### src/rtl/ibex_pkg.sv
// Shared coprocessor-interface (XIF) memory types, exception causes and the
// alignment rule used by the XIF memory bridge.
package ibex_pkg;

  localparam int unsigned X_ID_WIDTH = 4;

  localparam logic [5:0] EXC_CAUSE_LOAD_ADDR_MISALIGNED  = 6'd4;
  localparam logic [5:0] EXC_CAUSE_STORE_ADDR_MISALIGNED = 6'd6;

  typedef struct packed {
    logic [X_ID_WIDTH-1:0] id;
    logic [31:0]           addr;
    logic [1:0]            mode;
    logic                  we;
    logic [2:0]            size;
    logic [3:0]            be;
    logic [1:0]            attr;
    logic [31:0]           wdata;
    logic                  last;
    logic                  spec;
  } x_mem_req_t;

  typedef struct packed {
    logic       exc;
    logic [5:0] exccode;
    logic       dbg;
  } x_mem_resp_t;

  typedef struct packed {
    logic [X_ID_WIDTH-1:0] id;
    logic [31:0]           rdata;
    logic                  err;
    logic                  dbg;
  } x_mem_result_t;

  // Sizes 3 and above are unsupported on a 32-bit bus and treated as misaligned.
  function automatic logic xif_misaligned(input logic [1:0] addr_lo, input logic [2:0] size);
    return (size >= 3'd3) ||
           (size == 3'd1 && addr_lo[0]) ||
           (size == 3'd2 && addr_lo != 2'b00);
  endfunction

endpackage

### src/rtl/xif_mem_align.sv
// Byte-lane steering between the XIF request/result and the 32-bit data bus:
// byte enables, write-data shift and read-data extract with zero extension.
module xif_mem_align (
  input  logic [1:0]  addr_lo,
  input  logic [2:0]  size,
  input  logic [31:0] wdata,
  input  logic [31:0] rdata,
  output logic [3:0]  be,
  output logic [31:0] bus_wdata,
  output logic [31:0] load_data
);

  logic [4:0]  shamt;
  logic [31:0] rdata_shifted;

  always_comb begin
    shamt         = {addr_lo, 3'b000};
    bus_wdata     = wdata << shamt;
    rdata_shifted = rdata >> shamt;

    unique case (size)
      3'd0:    be = 4'b0001 << addr_lo;
      3'd1:    be = 4'b0011 << addr_lo;
      default: be = 4'b1111;
    endcase

    unique case (size)
      3'd0:    load_data = {24'h000000, rdata_shifted[7:0]};
      3'd1:    load_data = {16'h0000, rdata_shifted[15:0]};
      default: load_data = rdata_shifted;
    endcase
  end

endmodule

### src/rtl/xif_mem_bridge.sv
// Bridges XIF coprocessor memory requests onto a single-outstanding data bus,
// with misalignment exceptions, speculative-request hold-off and rvalid timeout.
module xif_mem_bridge
  import ibex_pkg::*;
#(
  parameter int unsigned TimeoutCycles = 255
) (
  input  logic          clk_i,
  input  logic          rst_i,

  input  logic          x_mem_valid_i,
  output logic          x_mem_ready_o,
  input  x_mem_req_t    x_mem_req_i,
  output x_mem_resp_t   x_mem_resp_o,

  output logic          x_mem_result_valid_o,
  output x_mem_result_t x_mem_result_o,

  output logic          data_req_o,
  input  logic          data_gnt_i,
  input  logic          data_rvalid_i,
  output logic [31:0]   data_addr_o,
  output logic          data_we_o,
  output logic [3:0]    data_be_o,
  output logic [31:0]   data_wdata_o,
  input  logic [31:0]   data_rdata_i,
  input  logic          data_err_i
);

  typedef enum logic [1:0] {IDLE, BUS_REQ, BUS_WAIT, RESULT} state_e;

  localparam logic [31:0] TimeoutLast = 32'(TimeoutCycles) - 32'd1;

  state_e                state_q;
  logic [X_ID_WIDTH-1:0] id_q;
  logic                  we_q;
  logic [31:0]           addr_q;
  logic [2:0]            size_q;
  logic [31:0]           wdata_q;
  logic [31:0]           rdata_q;
  logic                  err_q;
  logic                  req_q;
  logic                  result_valid_q;
  logic [31:0]           cnt_q;

  logic                  misaligned;
  logic                  ready;
  logic                  accept;
  logic                  timeout;
  logic [31:0]           load_data;
  logic                  unused_req;

  assign unused_req = ^{x_mem_req_i.mode, x_mem_req_i.be, x_mem_req_i.attr, x_mem_req_i.last};

  always_comb begin
    misaligned = xif_misaligned(x_mem_req_i.addr[1:0], x_mem_req_i.size);
    // Misaligned requests are answered immediately even when speculative.
    ready      = !rst_i && (state_q == IDLE) && x_mem_valid_i &&
                 (!x_mem_req_i.spec || misaligned);
    accept     = ready && !misaligned;
    timeout    = (TimeoutCycles != 0) && (cnt_q == TimeoutLast);

    x_mem_resp_o = '0;
    if (ready && misaligned) begin
      x_mem_resp_o.exc     = 1'b1;
      x_mem_resp_o.exccode = x_mem_req_i.we ? EXC_CAUSE_STORE_ADDR_MISALIGNED
                                            : EXC_CAUSE_LOAD_ADDR_MISALIGNED;
    end
  end

  assign x_mem_ready_o = ready;

  xif_mem_align u_align (
    .addr_lo   (addr_q[1:0]),
    .size      (size_q),
    .wdata     (wdata_q),
    .rdata     (data_rdata_i),
    .be        (data_be_o),
    .bus_wdata (data_wdata_o),
    .load_data (load_data)
  );

  always_ff @(posedge clk_i) begin
    if (rst_i) begin
      state_q        <= IDLE;
      id_q           <= '0;
      we_q           <= 1'b0;
      addr_q         <= '0;
      size_q         <= '0;
      wdata_q        <= '0;
      rdata_q        <= '0;
      err_q          <= 1'b0;
      req_q          <= 1'b0;
      result_valid_q <= 1'b0;
      cnt_q          <= '0;
    end else begin
      unique case (state_q)
        IDLE: begin
          if (accept) begin
            id_q    <= x_mem_req_i.id;
            we_q    <= x_mem_req_i.we;
            addr_q  <= x_mem_req_i.addr;
            size_q  <= x_mem_req_i.size;
            wdata_q <= x_mem_req_i.wdata;
            req_q   <= 1'b1;
            state_q <= BUS_REQ;
          end
        end
        BUS_REQ: begin
          if (data_gnt_i) begin
            req_q   <= 1'b0;
            cnt_q   <= '0;
            state_q <= BUS_WAIT;
          end
        end
        BUS_WAIT: begin
          // rvalid wins over a timeout expiring on the same edge.
          if (data_rvalid_i) begin
            err_q          <= data_err_i;
            rdata_q        <= (data_err_i || we_q) ? '0 : load_data;
            result_valid_q <= 1'b1;
            state_q        <= RESULT;
          end else if (timeout) begin
            err_q          <= 1'b1;
            rdata_q        <= '0;
            result_valid_q <= 1'b1;
            state_q        <= RESULT;
          end else begin
            cnt_q <= cnt_q + 32'd1;
          end
        end
        RESULT: begin
          result_valid_q <= 1'b0;
          state_q        <= IDLE;
        end
        default: state_q <= IDLE;
      endcase
    end
  end

  assign data_req_o           = req_q;
  assign data_addr_o          = {addr_q[31:2], 2'b00};
  assign data_we_o            = we_q;
  assign x_mem_result_valid_o = result_valid_q;

  always_comb begin
    x_mem_result_o       = '0;
    x_mem_result_o.id    = id_q;
    x_mem_result_o.rdata = rdata_q;
    x_mem_result_o.err   = err_q;
    x_mem_result_o.dbg   = 1'b0;
  end

endmodule
### config.mk
export PLATFORM = sky130hd
export DESIGN_NAME = xif_mem_bridge
export DESIGN_NICKNAME = d
export VERILOG_FILES = /design/src/rtl/ibex_pkg.sv /design/src/rtl/xif_mem_align.sv /design/src/rtl/xif_mem_bridge.sv
export SDC_FILE = /design/constraint.sdc
export NUM_CORES = 1
export LEC_CHECK = 0
export ABC_AREA = 1
export BUFFER_PORTS_ARGS = -buffer_cell sky130_fd_sc_hd__buf_4
export CORE_MARGIN = 2
export CORE_UTILIZATION = 47
export DETAILED_ROUTE_END_ITERATION = 10
export PLACE_DENSITY = 0.85
export REMOVE_ABC_BUFFERS = 1
export SLEW_MARGIN = 30
export SYNTH_ARGS = -nofsm -noshare
export SYNTH_HDL_FRONTEND = slang
export SYNTH_SLANG_ARGS = --single-unit
### constraint.sdc
create_clock -name clk_i -period 2.05 [get_ports clk_i]
set_clock_uncertainty 0.15 [all_clocks]
set_input_delay 0.205 -clock clk_i [delete_from_list [all_inputs] [get_ports clk_i]]
set_output_delay 0.205 -clock clk_i [all_outputs]
set_load 0.005 [all_outputs]
======== Word level (Yosys, flattened, before mapping) ========
Cells that the tools add are included.
storage, ports and cells
  register bits ........................... 141
  bits in latches ......................... 0
  memory bits (writable) .................. 0
  memory bits (read-only) ................. 0
  input bits .............................. 120
  logic and storage cells ................. 79
  memories kept ........................... 0
cells by class
  $add $sub $neg .......................... 1
  $mul .................................... 0
  div/mod/pow operators ................... 0
  order comparisons ....................... 1
  equality and inequality tests ........... 12
  shift-type cells ........................ 4
  muxes and demuxes ....................... 23
  bitwise operators ....................... 0
  reduce and logical (&&, ||, !) cells .... 27
operators by type and width
  kind                                                   number
  2-to-1 mux 32 bit                                      6
  case mux 32 bit (2 select lines)                       2
  adder 32 x 1 -> 32 bit (second input constant)         1
  equality test 32 x 8 -> 1 bit (second input constant)  1
  left shift 32 x 5 -> 32 bit                            1
  right shift 32 x 5 -> 32 bit                           1
  2-to-1 mux 2 bit                                       5
  nonzero test 2 bit                                     5
  inequality test 2 bit (second input constant)          4
  case mux 2 bit (4 select lines)                        1
  case mux 4 bit (2 select lines)                        1
  logical AND 1 bit                                      7
  2-to-1 mux 7 bit                                       1
  equality test 3 x 1 -> 1 bit (second input constant)   2
  AND reduction 2 bit                                    3
  AND reduction 3 bit                                    2
  2-to-1 mux 1 bit                                       5
  equality test 2 bit (second input constant)            2
  logical OR 1 bit                                       4
  case mux 1 bit (2 select lines)                        2
  AND reduction 4 bit                                    1
  left shift 1 x 2 -> 4 bit (first input constant)       1
  left shift 2 x 2 -> 4 bit (first input constant)       1
  equality test 3 x 2 -> 1 bit (second input constant)   1
  other kinds (6)                                        8

======== Longest topological paths before layout ========
Gate-level depths: netlist of run 1.
  depth in word-level cells ............... 9
  depth in mapped cells ................... 12
  depth with buffers taken out ............ 11

======== By module ========
A second synthesis of run 1 with hierarchy kept.
unflattened totals
  cells, all modules ...................... 1255
  area, all modules ....................... 8027.7 um2
by module, submodules not included
  module          instances  cells an instance  area each (um2)  sequential area each (um2)
  xif_mem_bridge  1          986                6712.7           2822.7
  xif_mem_align   1          269                1315.0           0.0

======== Worst setup path after synthesis of run 1 ========
OpenSTA, ideal clock, no wires.
  kind .................................... reg-to-reg
  from .................................... reg state_q[0]
  to ...................................... reg cnt_q[25]
  library setup time ...................... 0.065 ns
  arrival ................................. 1.687 ns
  required time ........................... 1.835 ns
  path slack .............................. 0.148 ns
  cell stages (with the launch flop) ...... 13
  buffers on the path ..................... 3
  clock period less this slack ............ 1.902 ns
  cell sequence ........................... dfxtp_1 inv_1 ha_1 buf_4 inv_2 nor2_1 o21ai_1 inv_2 buf_4 buf_2 a21oi_1 nor2_1 nor2_1
between the ends
  longest elaborated chain between the ends .. 3
  elaborated cells between the ends (all ways) .. 8
ends and longest elaborated chain
  element                                                                RTL line               RTL
  start, declared                                                        xif_mem_bridge.sv:34   state_e state_q;
  start signal, assigned                                                 xif_mem_bridge.sv:85   state_q <= IDLE;
  start signal, assigned                                                 xif_mem_bridge.sv:106  state_q <= BUS_REQ;
  start signal, assigned                                                 xif_mem_bridge.sv:113  state_q <= BUS_WAIT;
  equality test 2 bit or equality test 2 x 1 -> 1 bit (tied branches)    xif_mem_bridge.sv:97   unique case (state_q)
  inequality test 2 bit (no line) or nonzero test 2 bit (tied branches)  n/a
  AND reduction 4 bit (no line)                                          n/a
  end signal, assigned                                                   xif_mem_bridge.sv:129  cnt_q <= cnt_q + 32'd1;
  end, declared                                                          xif_mem_bridge.sv:44   logic [31:0] cnt_q;
Several ways; a longest one is shown, not always the timed one.
A chain may end at the register's enable or synchronous reset.

======== Final worst setup path of run 1 ========
  from .................................... reg addr_q[1]
  to ...................................... out data_wdata_o[26]
between the ends
  longest elaborated chain between the ends .. 1
ends and longest elaborated chain
  element                      RTL line               RTL
  start, declared              xif_mem_bridge.sv:37   logic [31:0] addr_q;
  start signal, assigned       xif_mem_bridge.sv:102  addr_q <= x_mem_req_i.addr;
  left shift 32 x 5 -> 32 bit  xif_mem_align.sv:18    bus_wdata = wdata << shamt;
  end, declared                xif_mem_bridge.sv:25   output logic [31:0] data_wdata_o,
No other way between the ends.

==> flow_metrics.tcl, run 1 <==
set metrics [dict create \
    end_kind "primary output" \
    start_util 0.4768 \
    worst_slack_ps -38.17 \
    fp.dieH_microns 130.3 \
    cp_data_arrival_time_ps 1730 \
    synth_cell_types 34 \
    violations "hold timing, setup timing" \
    cp_num_buf_inv 3 \
    finalCritPeriodShare 1.019 \
    drt_iter0_drc 946 \
    hold_viol 1 \
    setup_violations 3 \
    worst-path-max-fanout 5 \
    cts_tree "built" \
    synth_top_area_frac 0.3768 \
    synth_area_sq_um 7492 \
    numCtsBuffers 17 \
    final-max-slew-violation-count 0 \
    io_pins 238 \
    maxSlewHeadroom 0.6493 \
    mostFrequentLayoutCells "nand2_1, buf_4, dfxtp_1, nor2_1, a21oi_1" \
    clkSinkCount 141 \
    worst_pin_slew_ps 526.1 \
    status "finished, violations left" \
    power_mw 8.125 \
    path_class "reg2out" \
    ys_warn_count 0 \
    crit_chain "inv_2, nand2_4, clkinvlp_4, a22oi_1, o21ai_0, buf_4" \
    syn_to_final_growth_pct 44.51 \
    peakVddDrop_v 0.0007585 \
    synth_cells 1145 \
    grt_usage 0.3159 \
    grt-ovfl-total 0 \
    vias 9083 \
    powerDensity_nw_per_um2 750.4 \
    antenna_left 0 \
    die_width_microns 130.3 \
    wire_per_inst_microns 17.59 \
    p_leak_nw 4.425 \
    antenna_found_initial 0 \
    ctsHtreeMaxLevel 4 \
    vias_per_cell 5.525 \
    period_needed_ps 2088 \
    avgSynthCellArea_sq_um 6.543 \
    fmax_mhz 478.9 \
    grt_pass1_wl_microns 42390 \
    drive_gt1_frac 0.2416 \
    ys_seq_area_frac 0.3768 \
    grt_max_degree 104 \
    path_clk_slew_ps 60 \
    num_antenna_cells 0 \
    totalWireLength_microns 28920 \
    cap_violations 0 \
    remaining_drc_errors 0 \
    cp.required_ps 1690 \
    cpPeakStageDelay_ps 390 \
    synth_seq_cells 141 \
    final_common_cell "nand2_1" \
    core_sq_um 15710 \
    yosysTopAreaCell "dfxtp_1" \
    clock_tree.buffer_depth 2 \
    cp-start-kind "flop" \
    hpwlAfterDp_microns 16270 \
    row_count 46 \
    synth_area_leaders "dfxtp_1, nand2_1, a21oi_1" \
    first_global_vias 8773 \
    gp_congestion 0.9364 \
    cp_slowest_cell "dfxtp_2" \
    finalNetCount 1542 \
    port_buffers 220 \
    timing.hold.ws_ps -9.071 \
    tns_ps -82.56 \
    cp_top_family "buffers and inverters" \
    dr.pass1.iters 8 \
    root_buffer "clkbuf_16" \
    dieArea_sq_um 16970 \
    insertion_delay_ps 430 \
    hold_path_class "in2reg" \
]
-- synthesized netlist by cell type --
| master | n |
|---|---|
| nand3_2 | 1 |
| buf_1 | 2 |
| a22oi_1 | 16 |
| o221ai_1 | 8 |
| o21ai_1 | 2 |
| nand4_1 | 4 |
| nand3_1 | 75 |
| a21oi_2 | 1 |
| buf_4 | 42 |
| o21a_1 | 1 |
| nor2_4 | 1 |
| nor2_1 | 139 |
| o211ai_1 | 8 |
| inv_2 | 7 |
| nand3_4 | 2 |
| clkinv_1 | 1 |
| clkbuf_1 | 38 |
| xor2_1 | 8 |
| a31o_2 | 1 |
| buf_6 | 4 |
| buf_8 | 2 |
| o21ai_0 | 65 |
| nor3_1 | 7 |
| buf_2 | 10 |
| nor3b_1 | 1 |
| ha_1 | 7 |
| dfxtp_1 | 141 |
| inv_1 | 85 |
| a21oi_1 | 132 |
| nor2_2 | 6 |
| nand2_1 | 325 |
| conb_1 | 1 |
| nand3b_1 | 1 |
| nand2_4 | 1 |
-- cell type report --
type,count,area (sq um)
Timing Repair inverter,1,7.507
Sequential cell,141,2833
Tap cell,216,270.3
Timing Repair Buffer,341,2880
Fill cell,1161,4886
Inverter,93,355.3
Clock inverter,14,148.9
Multi-Input combinational cell,820,3892
Clock buffer,18,439.2
-- kinds of logic after synthesis --
kind of cell / after synthesis / synth area share
simple gates: 563 / 0.3066
compound gates: 234 / 0.1697
buf+inv: 191 / 0.1254
flops: 141 / 0.3768
xor+xnor: 8 / 0.009352
fa+ha+maj: 7 / 0.01169
other cells: 1 / 0.0005005
-- flip-flops by register name, summed over array words and instances (netlist names) --
register,count
data_we_o,1
addr_q,32
x_mem_result_valid_o,1
data_req_o,1
size_q,3
err_q,1
id_q,4
wdata_q,32
cnt_q,32
state_q,2
rdata_q,32
-- metrics by stage --
step	cell area [sq um]	util	worst slack [ps]	hold WS, ps	cells
floorplan	6928	-	-679.4	117.4	1054
global placement	9195	0.5852	136.6	292.1	1526
detailed placement	9195	0.5852	74.80	302.1	1526
global route	10830	0.6890	-73.82	8.400	1644
CTS	10600	0.6746	0.7443	0.8121	1638
finish	10830	0.6890	-38.17	-9.071	1644
-- report_power, final --
group          leakage, nW  total [mW]  switching (mW)  internal [mW]
clock                0.285        3.14            1.39           1.75
sequential            1.14        2.94          0.0941           2.84
combinational         3.00        2.05            1.18          0.867
total                 4.42        8.12            2.66           5.46
-- worst reg2reg max path, stage by stage, from the launching register on --
cell,delay (ps)
dfxtp_2,350
inv_1,140
ha_4,180
nand3_4,130
nor2_4,190
nand3_4,140
buf_12,240
o21ai_0,340
a21oi_1,90
-- path summary, 6_finish.rpt --
path	to	cells past startpoint	startpoint	slack [ps]
max	data_wdata_o[26]	6	addr_q[1]	-40
max reg2reg	size_q[0]	8	state_q[1]	-30
min reg2reg	rdata_q[8]	2	rdata_q[8]	310
min	err_q	5	data_err_i	-9
-- repair_timing --
item,CTS,global route
buffers inserted,3,2
endpoints found under the hold margin,77,2
resized for setup,5,57
cloned,0,2
pin swaps,1,3
endpoints found under the setup margin,20,110
hold buffers,77,2
-- layer usage --
metal,wire length (microns),up-vias,GRT usage
met2,13520,601,0.5245
met4,1770,0,0.1777
met5,0,-,0
met3,2719,193,0.08774
met1,10910,4103,0.3678
li1,-,4186,-
Note: power is estimated with default switching activity, not from simulation.
==> run 2, diff against run 1 <==
Settings changed: CORE_MARGIN 2 to not set.
==> run 2 against run 1 <==
  * Die area decreased by 3.0%
  * Worst setup slack got worse by 23 ps
  * Count of clock-buffer cells in the layout increased by 1
  * Clock power increased by 7.6%
  * Hold slack gained 10 ps
  * Global-route usage up 2.1 points
  * Utilization rose by 1.9 points
  * Wire length rose by 0.15%
  * Sequential cell count unchanged
  * Maximum frequency down 1.1%
  * Non-clock buffer count rose by 9
  * The flow finishes with violations (setup timing)
  * Critical path depth is the same
==> flow_metrics.tcl, run 2 (synthesis results as in run 1) <==
set metrics [dict create \
    violations "setup timing" \
    power.share.clock 0.402 \
    root_buffer "clkbuf_16" \
    period_needed_ps 2112 \
    switching_share 0.3088 \
    antenna_left 0 \
    power_frac_seq 0.349 \
    row_count 45 \
    cp.required_ps 1690 \
    path_clk_slew_ps 60 \
    power_mw 8.399 \
    tns_ps -118.4 \
    antenna_found_initial 0 \
    grt_usage 0.3370 \
    cts_tree "built" \
    drive_gt1_frac 0.2437 \
    grt_pass1_wl_microns 43400 \
    start_util 0.4874 \
    fmax_mhz 473.6 \
    r2r_setup_slack_ps 60 \
    io_pins 238 \
    status "finished, violations left" \
    ff_latch_area_sq_um 2831 \
    cap_violations 0 \
    clkSinkCount 141 \
    p_leak_nw 4.489 \
    powerDensity_nw_per_um2 771.3 \
    cpPeakStageDelay_ps 370 \
    grt-ovfl-total 0 \
    finalNetCount 1551 \
    end_kind "primary output" \
    insertion_delay_ps 430 \
    multiInputGateArea_sq_um 3874 \
    first_global_vias 8796 \
    gp_congestion 0.9192 \
    setup_violations 3 \
    drt_iter0_drc 1040 \
    worst_slack_ps -61.57 \
    clock_tree.buffer_depth 2 \
    dieArea_sq_um 16450 \
    path_class "reg2out" \
    wire_per_inst_microns 17.57 \
    cp-start-kind "flop" \
    hold_path_class "in2reg" \
    vias 9218 \
    grt_max_degree 104 \
    core_sq_um 15370 \
    worst-path-max-fanout 5 \
    cp_data_arrival_time_ps 1760 \
    cp_slowest_cell "dfxtp_4" \
    fp.dieH_microns 128.3 \
    remaining_drc_errors 0 \
    die_width_microns 128.3 \
    final_common_cell "nand2_1" \
    hold_viol 0 \
    mostFrequentLayoutCells "nand2_1, buf_4, dfxtp_1, nor2_1, a21oi_1" \
    crit_chain "inv_1, nand2_2, clkinvlp_4, a22oi_1, o21ai_0, buf_4" \
    vias_per_cell 5.593 \
    nFillCells 1081 \
    p_sw_mw 2.593 \
    internal_power_mw 5.805 \
    finalCritPeriodShare 1.030 \
    peakVddDrop_v 0.001011 \
    final-max-slew-violation-count 0 \
    totalWireLength_microns 28960 \
    combinationalPowerShare 0.249 \
    numCtsBuffers 17 \
    ctsHtreeMaxLevel 4 \
    grt_setup_unrepaired "yes" \
    port_buffers 220 \
    hpwlAfterDp_microns 16470 \
    dr.pass1.iters 6 \
    syn_to_final_growth_pct 45.34 \
]
## run 2: cell types whose count changed in the layout (fill, tap and decap cells not counted), moves of 3 or more
| cell | delta |
|---|---|
| buf_4 | +10 |
| inv_6 | -4 |
| buf_12 | -3 |
| inv_8 | -3 |
| clkinv_4 | +3 |
| o21ai_1 | -5 |
| bufinv_16 | +3 |
| o21ai_0 | +5 |
## run 2: repair_timing
action	in CTS	in global routing
gates resized for setup	7	43
setup endpoints to repair	52	146
setup buffers	4	5
hold buffers	78	0
hold endpoints to repair	78	0
gates cloned	1	2
pin swaps	1	6
## run 2: worst paths after layout
check	from	to	cells past startpoint
max	addr_q[1]	data_wdata_o[24]	6
min	x_mem_req_i[43]	data_we_o	3
max reg2reg	state_q[0]	addr_q[0]	9
min reg2reg	rdata_q[15]	rdata_q[15]	2
## run 2: critical path: cells and delay by family (launching register included)
family                 cells  cell delay (ps)
flip-flops                 1              370
AO/OA/AOI/OAI              2              350
AND/OR/NAND/NOR            1              140
buffers and inverters      3              470
## run 2: per-layer routing
metal / track usage / vias to the layer above / share of wire
met5: 0 / - / 0
met4: 0.2221 / 0 / 0.069
met3: 0.09725 / 212 / 0.11
met2: 0.5606 / 731 / 0.46
met1: 0.3750 / 4073 / 0.36
li1: - / 4202 / -
## run 2: area by class of cell
| cell class | count | share of cell area |
|---|---|---|
| antenna | 1 | 0.0002298 |
| clock buffer | 19 | 0.04068 |
| clock inverter | 12 | 0.01712 |
| inverter | 93 | 0.03298 |
| multi-input combinational | 820 | 0.3557 |
| sequential | 141 | 0.2600 |
| tap | 211 | 0.02424 |
| timing repair buffer | 350 | 0.2683 |
| timing repair inverter | 1 | 0.0006894 |
## run 2: stage by stage
step / setup WS [ps] / std cells / cell area [sq um] / utilization / hold WS, ps
detailed placement: -114.4 / 1526 / 9214 / 0.5994 / 303.2
floorplan: -679.4 / 1054 / 6928 / - / 117.4
global placement: 50.52 / 1526 / 9214 / 0.5994 / 291.3
global route: -136.4 / 1647 / 10890 / 0.7083 / 12.15
finish: -61.57 / 1648 / 10890 / 0.7084 / 1.264
CTS: -47.07 / 1640 / 10710 / 0.6965 / 5.071
## run 2: power by group through the flow
stage	Sequential [mW]	Clock, mW	Combinational [mW]
final	2.93	3.38	2.09
after global routing	2.94	3.51	2.25
after CTS	2.91	3.32	1.88
after detailed placement	2.96	0	1.73
after global placement	2.96	0	1.70
after floorplan	2.97	0	0.819
==> run 3, diff against run 2 <==
--- a/config.mk
+++ b/config.mk
@@ -8,2 +8,3 @@
 export ABC_AREA = 1
+export ABC_CLOCK_PERIOD_IN_PS = 2050
 export BUFFER_PORTS_ARGS = -buffer_cell sky130_fd_sc_hd__buf_4
==> constraint.sdc (replaced) <==
create_clock -name clk_i -period 2.05 [get_ports clk_i]
set_clock_uncertainty 0.15 [all_clocks]
set_input_delay 0.1025 -clock clk_i [delete_from_list [all_inputs] [get_ports clk_i]]
set_output_delay 0.1025 -clock clk_i [all_outputs]
set_load 0.005 [all_outputs]
==> run 3 against run 2 <==
  * The run still ends with setup timing left
  * Worst setup slack improved by 5.2 ps
  * Wire length rose by 3.1%
  * Clock power rose by 1%
  * Utilization rose by 2.3 points
  * Sequential share of layout area fell by 0.85 points
  * Maximum frequency rose by 0.25%
  * Highest routed layer unchanged
==> flow_metrics.tcl, run 3 (synthesis results as in run 1) <==
set metrics [dict create \
    worst-path-max-fanout 7 \
    maxSlewHeadroom 0.6031 \
    root_buffer "clkbuf_16" \
    antenna_found_initial 0 \
    clkSinkCount 141 \
    antenna_left 0 \
    final_common_cell "nand2_1" \
    end_kind "primary output" \
    nFillCells 1012 \
    row_count 45 \
    cpPeakStageDelay_ps 370 \
    wl_met3_microns 2825 \
    finalNetCount 1582 \
    ctsHtreeMaxLevel 4 \
    drt-met1-wl_microns 10770 \
    tns_ps -118.9 \
    finalCritPeriodShare 1.028 \
    worst_slack_ps -56.40 \
    numCtsBuffers 17 \
    cp_top_family "buffers and inverters" \
    met2_length_microns 14310 \
    final-max-slew-violation-count 0 \
    violations "setup timing" \
    crit_chain "inv_2, nand2_1, clkinvlp_4, buf_2, a22oi_1, o21ai_0, buf_4" \
    start_util 0.4874 \
    fp.dieH_microns 128.3 \
    cts_tree "built" \
    wire_per_inst_microns 17.79 \
    power_mw 8.533 \
    fmax_mhz 474.7 \
    cp_slowest_cell "dfxtp_2" \
    io_pins 238 \
    vias 9302 \
    vias_per_cell 5.540 \
    mostFrequentLayoutCells "nand2_1, buf_4, nor2_1, dfxtp_1, a21oi_1" \
    first_global_vias 8992 \
    drt_iter0_drc 1291 \
    syn_to_final_growth_pct 50.12 \
    p_leak_nw 4.648 \
    cap_violations 0 \
    hold_path_class "in2reg" \
    num_antenna_cells 0 \
    top_layer "met4" \
    clock_tree.buffer_depth 2 \
    grt-ovfl-total 0 \
    grt_pass1_wl_microns 45370 \
    core_sq_um 15370 \
    cp_num_buf_inv 4 \
    gp_congestion 0.9730 \
    hold_viol 0 \
    totalWireLength_microns 29870 \
    remaining_drc_errors 0 \
    setup_violations 4 \
    hpwlAfterDp_microns 16030 \
    powerDensity_nw_per_um2 758.7 \
    cp.required_ps 1800 \
    drive_gt1_frac 0.2432 \
    die_width_microns 128.3 \
    dieArea_sq_um 16450 \
    grt_max_degree 104 \
    path_class "reg2out" \
    status "finished, violations left" \
    cp_data_arrival_time_ps 1850 \
    port_buffers 220 \
    worst_pin_slew_ps 591.4 \
    peakVddDrop_v 0.0008109 \
    insertion_delay_ps 430 \
    grt_setup_unrepaired "yes" \
    path_clk_slew_ps 70 \
    period_needed_ps 2106 \
    cp-start-kind "flop" \
    dr.pass1.iters 6 \
    grt_usage 0.3539 \
]
## run 3: path summary, 6_finish.rpt
kind              slack [ps]               end           start  cells past startpoint
setup / recovery         -60  data_wdata_o[26]       addr_q[1]                      7
hold / removal            60        addr_q[21]  x_mem_req_i[0]                      5
setup reg to reg          60        rdata_q[2]       addr_q[1]                     10
hold reg to reg          310       rdata_q[11]     rdata_q[11]                      2
## run 3: where the power goes
group / switching, mW / internal, mW
sequential: 0.0797 / 2.84
clock: 1.33 / 2.10
combinational: 1.25 / 0.934
total: 2.66 / 5.87
## run 3: repair_timing
item / 4_1_cts / 5_1_grt
cloned: 1 / 3
resized for setup: 3 / 45
buffers inserted: 1 / 12
hold endpoints to repair: 108 / 0
pin swaps: 1 / 8
hold buffers: 106 / 0
endpoints found under the setup margin: 12 / 146
## run 3: area by class of cell
class / count / area, sq um / share of cell area
Inverter: 93 / 352.8 / 0.03137
Clock buffer: 18 / 439.2 / 0.03905
Sequential cell: 141 / 2829 / 0.2515
Tap cell: 211 / 264.0 / 0.02347
Multi-Input combinational cell: 822 / 3882 / 0.3452
Timing Repair Buffer: 380 / 3273 / 0.2910
Clock inverter: 14 / 206.4 / 0.01836
## run 3: routing by layer
metal / global-route usage / vias up
li1: - / 4277
met1: 0.3936 / 4210
met2: 0.5889 / 645
met3: 0.09766 / 170
met4: 0.2408 / 0
met5: 0 / -
## run 3: worst register-to-register path: stages, from the launching register on
cell and delay (ps):
dfxtp_2 370, inv_2 90, nand2_1 150, clkinvlp_4 160
buf_2 200, buf_4 150, buf_4 160, a22oi_1 180
nand2_1 80, nand2_1 70, a21oi_1 70
## run 3: metrics by stage
| step | cell area, sq um | setup slack (ps) | utilization | instances | hold WS [ps] |
|---|---|---|---|---|---|
| CTS | 10980 | 2.469 | 0.7144 | 1664 | 4.304 |
| finish | 11250 | -56.40 | 0.7317 | 1679 | 57.32 |
| global placement | 9224 | 87.00 | 0.6001 | 1524 | 228.3 |
| floorplan | 6928 | -679.4 | - | 1054 | 14.94 |
| detailed placement | 9224 | -11.11 | 0.6001 | 1524 | 236.3 |
| global route | 11250 | -81.80 | 0.7317 | 1679 | 52.76 |
